<file path="src/rtl/hex_entry.sv">
// hex_entry: debounced pushbutton hex-digit entry feeding a valid/ready committed word.
// Optional macro HEX_ENTRY_AUTO_COMMIT_EN: an enter that fills the buffer also commits it.
module hex_entry #(
  parameter int DIGITS    = 4,
  parameter int DB_CYCLES = 50000,
  parameter int DB_W      = 16
) (
  input  logic              clk,
  input  logic              rst_n,
  input  logic [3:0]        sw_digit,
  input  logic              key_enter_n,
  input  logic              key_commit_n,
  input  logic              key_clear_n,
  output logic [4*DIGITS-1:0] entry_value,
  output logic [3:0]        entry_count,
  output logic [4*DIGITS-1:0] out_value,
  output logic              out_valid,
  input  logic              out_ready
);

  localparam int VW = 4 * DIGITS;
  localparam logic [3:0] CNT_MAX = 4'(DIGITS);
  localparam logic [DB_W-1:0] DB_LAST = DB_W'(DB_CYCLES - 1);

  typedef enum logic [1:0] {S_IDLE, S_ENTRY, S_HOLD} state_t;

  // Key index: 0 = enter, 1 = commit, 2 = clear.
  logic [2:0] keys_n;
  logic [2:0] sync1_q, sync2_q, db_q, ev_q;
  logic [DB_W-1:0] dbc_q [3];

  assign keys_n = {key_clear_n, key_commit_n, key_enter_n};

  always_ff @(posedge clk or negedge rst_n) begin
    if (!rst_n) begin
      sync1_q <= '1;
      sync2_q <= '1;
      db_q    <= '1;
      ev_q    <= '0;
      for (int k = 0; k < 3; k++) dbc_q[k] <= '0;
    end else begin
      sync1_q <= keys_n;
      sync2_q <= sync1_q;
      ev_q    <= '0;
      for (int k = 0; k < 3; k++) begin
        if (sync2_q[k] != db_q[k]) begin
          if (dbc_q[k] == DB_LAST) begin
            db_q[k]  <= sync2_q[k];
            dbc_q[k] <= '0;
            ev_q[k]  <= db_q[k];  // only a 1->0 flip (press) yields an event
          end else begin
            dbc_q[k] <= dbc_q[k] + 1'b1;
          end
        end else begin
          dbc_q[k] <= '0;
        end
      end
    end
  end

  logic ev_clr, ev_com, ev_ent;
  assign ev_clr = ev_q[2];
  assign ev_com = ev_q[1] & ~ev_q[2];
  assign ev_ent = ev_q[0] & ~ev_q[1] & ~ev_q[2];

  // out_valid/out_ready: a word transfers on any edge where both are high; out_value
  // is frozen while out_valid is high and out_valid falls only after a transfer.
  state_t          state_q, state_d;
  logic [VW-1:0]   val_q, val_d, oval_q, oval_d;
  logic [3:0]      cnt_q, cnt_d;
  logic            ovld_q, ovld_d;

  always_comb begin
    val_d  = val_q;
    cnt_d  = cnt_q;
    oval_d = oval_q;
    ovld_d = ovld_q;
    if (ovld_q && out_ready) ovld_d = 1'b0;
    if (ev_clr) begin
      val_d = '0;
      cnt_d = '0;
    end else if (ev_com) begin
      if (state_q == S_ENTRY) begin
        oval_d = val_q;
        ovld_d = 1'b1;
        val_d  = '0;
        cnt_d  = '0;
      end
    end else if (ev_ent && state_q != S_HOLD) begin
      val_d = (val_q << 4) | VW'(sw_digit);
      if (cnt_q != CNT_MAX) cnt_d = cnt_q + 4'd1;
`ifdef HEX_ENTRY_AUTO_COMMIT_EN
      if (cnt_d == CNT_MAX) begin
        oval_d = val_d;
        ovld_d = 1'b1;
        val_d  = '0;
        cnt_d  = '0;
      end
`endif
    end
    if (ovld_d)             state_d = S_HOLD;
    else if (cnt_d != 4'd0) state_d = S_ENTRY;
    else                    state_d = S_IDLE;
  end

  always_ff @(posedge clk or negedge rst_n) begin
    if (!rst_n) begin
      state_q <= S_IDLE;
      val_q   <= '0;
      cnt_q   <= '0;
      oval_q  <= '0;
      ovld_q  <= 1'b0;
    end else begin
      state_q <= state_d;
      val_q   <= val_d;
      cnt_q   <= cnt_d;
      oval_q  <= oval_d;
      ovld_q  <= ovld_d;
    end
  end

  assign entry_value = val_q;
  assign entry_count = cnt_q;
  assign out_value   = oval_q;
  assign out_valid   = ovld_q;

endmodule

</file>
<file path="config.mk">
export PLATFORM = sky130hd
export DESIGN_NAME = hex_entry
export DESIGN_NICKNAME = d
export VERILOG_FILES = /design/src/rtl/hex_entry.sv
export SDC_FILE = /design/constraint.sdc
export NUM_CORES = 1
export LEC_CHECK = 0
export BUFFER_PORTS_ARGS = -buffer_cell sky130_fd_sc_hd__buf_2
export CELL_PAD_IN_SITES_DETAIL_PLACEMENT = 2
export CELL_PAD_IN_SITES_GLOBAL_PLACEMENT = 2
export CORE_ASPECT_RATIO = 1.5
export CORE_MARGIN = 10
export CORE_UTILIZATION = 35
export CTS_CLUSTER_DIAMETER = 40
export CTS_CLUSTER_SIZE = 10
export DETAILED_ROUTE_END_ITERATION = 16
export GPL_ROUTABILITY_DRIVEN = 0
export PLACE_DENSITY_LB_ADDON = 0.1
export SYNTH_ARGS = -nofsm -noshare
export SYNTH_HDL_FRONTEND = slang
export SYNTH_SLANG_ARGS = --single-unit
export TNS_END_PERCENT = 5
</file>
<file path="constraint.sdc">
create_clock -name clk -period 1.6 [get_ports clk]
set_input_delay 0.24 -clock clk [delete_from_list [all_inputs] [get_ports clk]]
set_output_delay 0.24 -clock clk [all_outputs]
set_load 0.01 [all_outputs]
</file>
==> results.tsv <==
stage	metric	value	unit
clock_network	clock insertion delay at the later pin of the skew report	0.33	ns
cells_and_area	number of fill cells in the layout	1288	
clock_network	CTS tree	done	
floorplan	Initial Util	0.3567	
logic_synthesis	most common flop cell mapped by yosys	dfrtp_1	
clock_network	clk buf depth	2	
setup_path	crit start category	register	
cells_and_area	Design Area, Final	5558	µm²
outcome	failing checks	negative setup slack	
sta	relative slew slack	0.6942	
placed_design	IO buf count	46	
pwr	total power divided by cell area	922.7	nW/µm²
clock_network	Clk pin slew, worst setup/hold paths	0.07	ns
logic_synthesis	register area share after synthesis	0.5747	
routing	final WL	10.82	mm
cells_and_area	register area	2465	µm²
sta	Max Clock Freq	586.3	MHz
routing	Vias	3126	
sta	worst setup margin	-0.1055	ns
cells_and_area	Multi-input gate area	1842	µm²
floorplan	die area	17170	µm²
routing	Vias/cell	5.018	
cells_and_area	Layout Nets	480	
placed_design	Post-DP Area	5061	µm²
sta	Final min period	1.706	ns
logic_synthesis	syn avg cell area	11.78	µm²
sta	final hold viol count	0	
setup_path	reg2reg start	entry_count[1]	
setup_path	Critical Path Sink Type	register	
sta	Setup-failing EPs final	1	
logic_synthesis	Post-synth ARST share	1.000	
hold_path	HP Start	sw_digit[3]	
sta	Slew @ Worst Pin	0.4549	ns
floorplan	Core Area	12020	µm²
sta	Fin Clk Skew	0.006386	ns
logic_synthesis	Netlist Area Pre-Place	4287	µm²
pwr	worst IR drop on VDD	573.4	µV
routing	1st-iter DRT viols	61	
sta	post-route clock period utilization	1.066	
flow_run	max cap viols	0	
logic_synthesis	yosys warns	0	
clock_network	cts bufs inserted	9	
outcome	outcome	finished, violations left	
cells_and_area	Core Util, Final	0.4625	
setup_path	crit path DAT	1.91	ns
cells_and_area	most common cell after layout, fill and taps aside	dfrtp_1	
floorplan	Die Y	155.5	µm
global_routing	gr ovfl total	0	
setup_path	Critical Setup Path Class	reg2reg	
placed_design	DP Wirelength	8.144	mm
routing	drt first pass iters	4	
routing	Routed Antenna Nets	0	
global_routing	pin count of the biggest net entering global routing	25	
logic_synthesis	number of flops mapped to enable cells by yosys	0	
cells_and_area	Ant. Diodes	0	
setup_path	crit path launch	entry_count[1]	
setup_path	max incr delay on CP	0.40	ns
clock_network	clk sinks	98	
logic_synthesis	Syn Inst Count	364	
global_routing	first-pass GRT wire length	18.09	mm
logic_synthesis	number of synthesized register bits	98	
hold_path	Min-Delay Path Class	in2reg	
global_routing	All-Layer GR Usage	0.1316	
logic_synthesis	Syn Nets	379	
sta	RSZ-0062 raised after global routing	yes	
floorplan	DIE WIDTH	110.4	µm
routing	DRC	0	
cells_and_area	Area Growth Syn to Fin	29.66	%
setup_path	Worst path slowest cell	dfrtp_1	
setup_path	Required @ worst endpoint	1.81	ns
setup_path	maximum fanout along the worst path	3	
cells_and_area	most frequent cells in the layout	dfrtp_1 (88), nor2_1 (55), buf_2 (45), buf_4 (45), xnor2_1 (24)	
global_routing	vias in the first global route	3634	
pwr	Leak	2.676	nW
logic_synthesis	Yosys cell types	47	
routing	Routed WL per cell	17.37	µm
sta	worst hold slack	0.1391	ns
cells_and_area	share of cells above drive strength 1	0.3447	
clock_network	H-tree Lvls	3	
floorplan	Rows	49	
clock_network	CTS root buffer	clkbuf_16	
global_routing	antenna violations before repair	0	
setup_path	Critical Path, Cell by Cell	ha_1, nand2_1, a311o_2, a2bb2oi_4, a2111oi_4, a21oi_1	
sta	Max Slew Vio Count	0	
floorplan	I/O pin total	47	
## through the flow
step                total power [mW]  setup TNS, ns  setup slack, ns  std cells
global placement               2.736              0         0.005054        602
finish                         5.128        -0.1055          -0.1055        623
global route                   5.365         -1.672          -0.2614        623
floorplan                      2.619       -0.01649         -0.01649        364
CTS                            5.222        -0.1907          -0.1310        622
detailed placement             2.742        -0.1193          -0.1157        602
## synth_stat cells, types with 2 or more instances
master   count  area, µm²
and3_1      11      68.82
nor3_2       2      20.02
ha_1         5      62.56
dfrtp_1     89       2227
nor4_2       2      25.02
nor3_1      12      60.06
nand3_1     22      110.1
inv_1       11      41.29
mux2_2      15      168.9
nor3b_1      3      22.52
xor2_1      21      183.9
nand2_1     20      75.07
nand4_1      7      43.79
buf_2        5      25.02
dfstp_2      9      236.5
nor4b_1      3      26.28
mux2_1       4      45.04
nor2_1      56      210.2
a22o_1      16      140.1
xnor2_1     24      210.2
## flip-flops by register name, summed over array words and instances, names as in the netlist, 3 cells and up
signal / count
dbc_q: 48
ev_q: 3
entry_count: 4
db_q: 3
entry_value: 16
sync2_q: 3
sync1_q: 3
out_value: 16
## logic make-up (layout without fill, tap and decap cells)
kind of cell | after synthesis | in the layout | share of synthesized area
multiplexers | 20 | 20 | 0.05225
XOR/XNOR | 45 | 45 | 0.09194
AND/OR/NAND/NOR | 150 | 150 | 0.1842
adder cells (fa/ha/maj) | 5 | 5 | 0.01459
AO/OA/AOI/OAI | 27 | 27 | 0.06013
flip-flops | 98 | 98 | 0.5747
buffers and inverters | 19 | 125 | 0.02218
## layer usage
metal | track usage | part of all wire | vias up
li1 | - | - | 1454
met2 | 0.2452 | 0.56 | 52
met5 | 0 | 0 | -
met1 | 0.1415 | 0.38 | 1610
met3 | 0.02812 | 0.045 | 10
met4 | 0.03990 | 0.016 | 0
## where the power goes
group	leakage (nW)	total, mW	internal, mW	switching, mW
combinational	1.19	0.169	0.0692	0.0993
clock	0.160	2.42	1.53	0.893
sequential	1.33	2.54	2.51	0.0302
total	2.68	5.13	4.11	1.02
## layout make-up
class / instances / area share
clock buffer: 11 / 0.04187
clock inverter: 5 / 0.01846
inverter: 11 / 0.007429
multi-input combinational: 247 / 0.3314
sequential: 98 / 0.4435
tap: 153 / 0.03444
timing repair buffer: 98 / 0.1229
## what timing repair did
action / in CTS / in global routing
setup endpoints to repair: 17 / 50
pin swaps: 2 / 6
hold buffers: 4 / 0
endpoints found under the hold margin: 21 / 0
setup buffers: 0 / 1
gates resized for setup: 4 / 16
## worst paths after layout
path                       slack (ns)         endpoint  cells after the start
setup / recovery                -0.11       state_q[0]                      6
hold / removal                   0.14   entry_value[3]                      2
setup reg to reg                -0.11       state_q[0]                      6
hold reg to reg                  0.36       sync2_q[2]                      0
max in group asynchronous        0.66          db_q[0]                      3
min in group asynchronous        0.35  entry_value[10]                      2
## critical path: cells and delay by family, from the launching register on
kind	cells	cell delay, ns
and+or+nand+nor	1	0.07
AOI/OAI and AO/OA	4	0.93
DFF	1	0.40
adders and majority gates	1	0.18
Note: power is estimated with default switching activity, not from simulation.
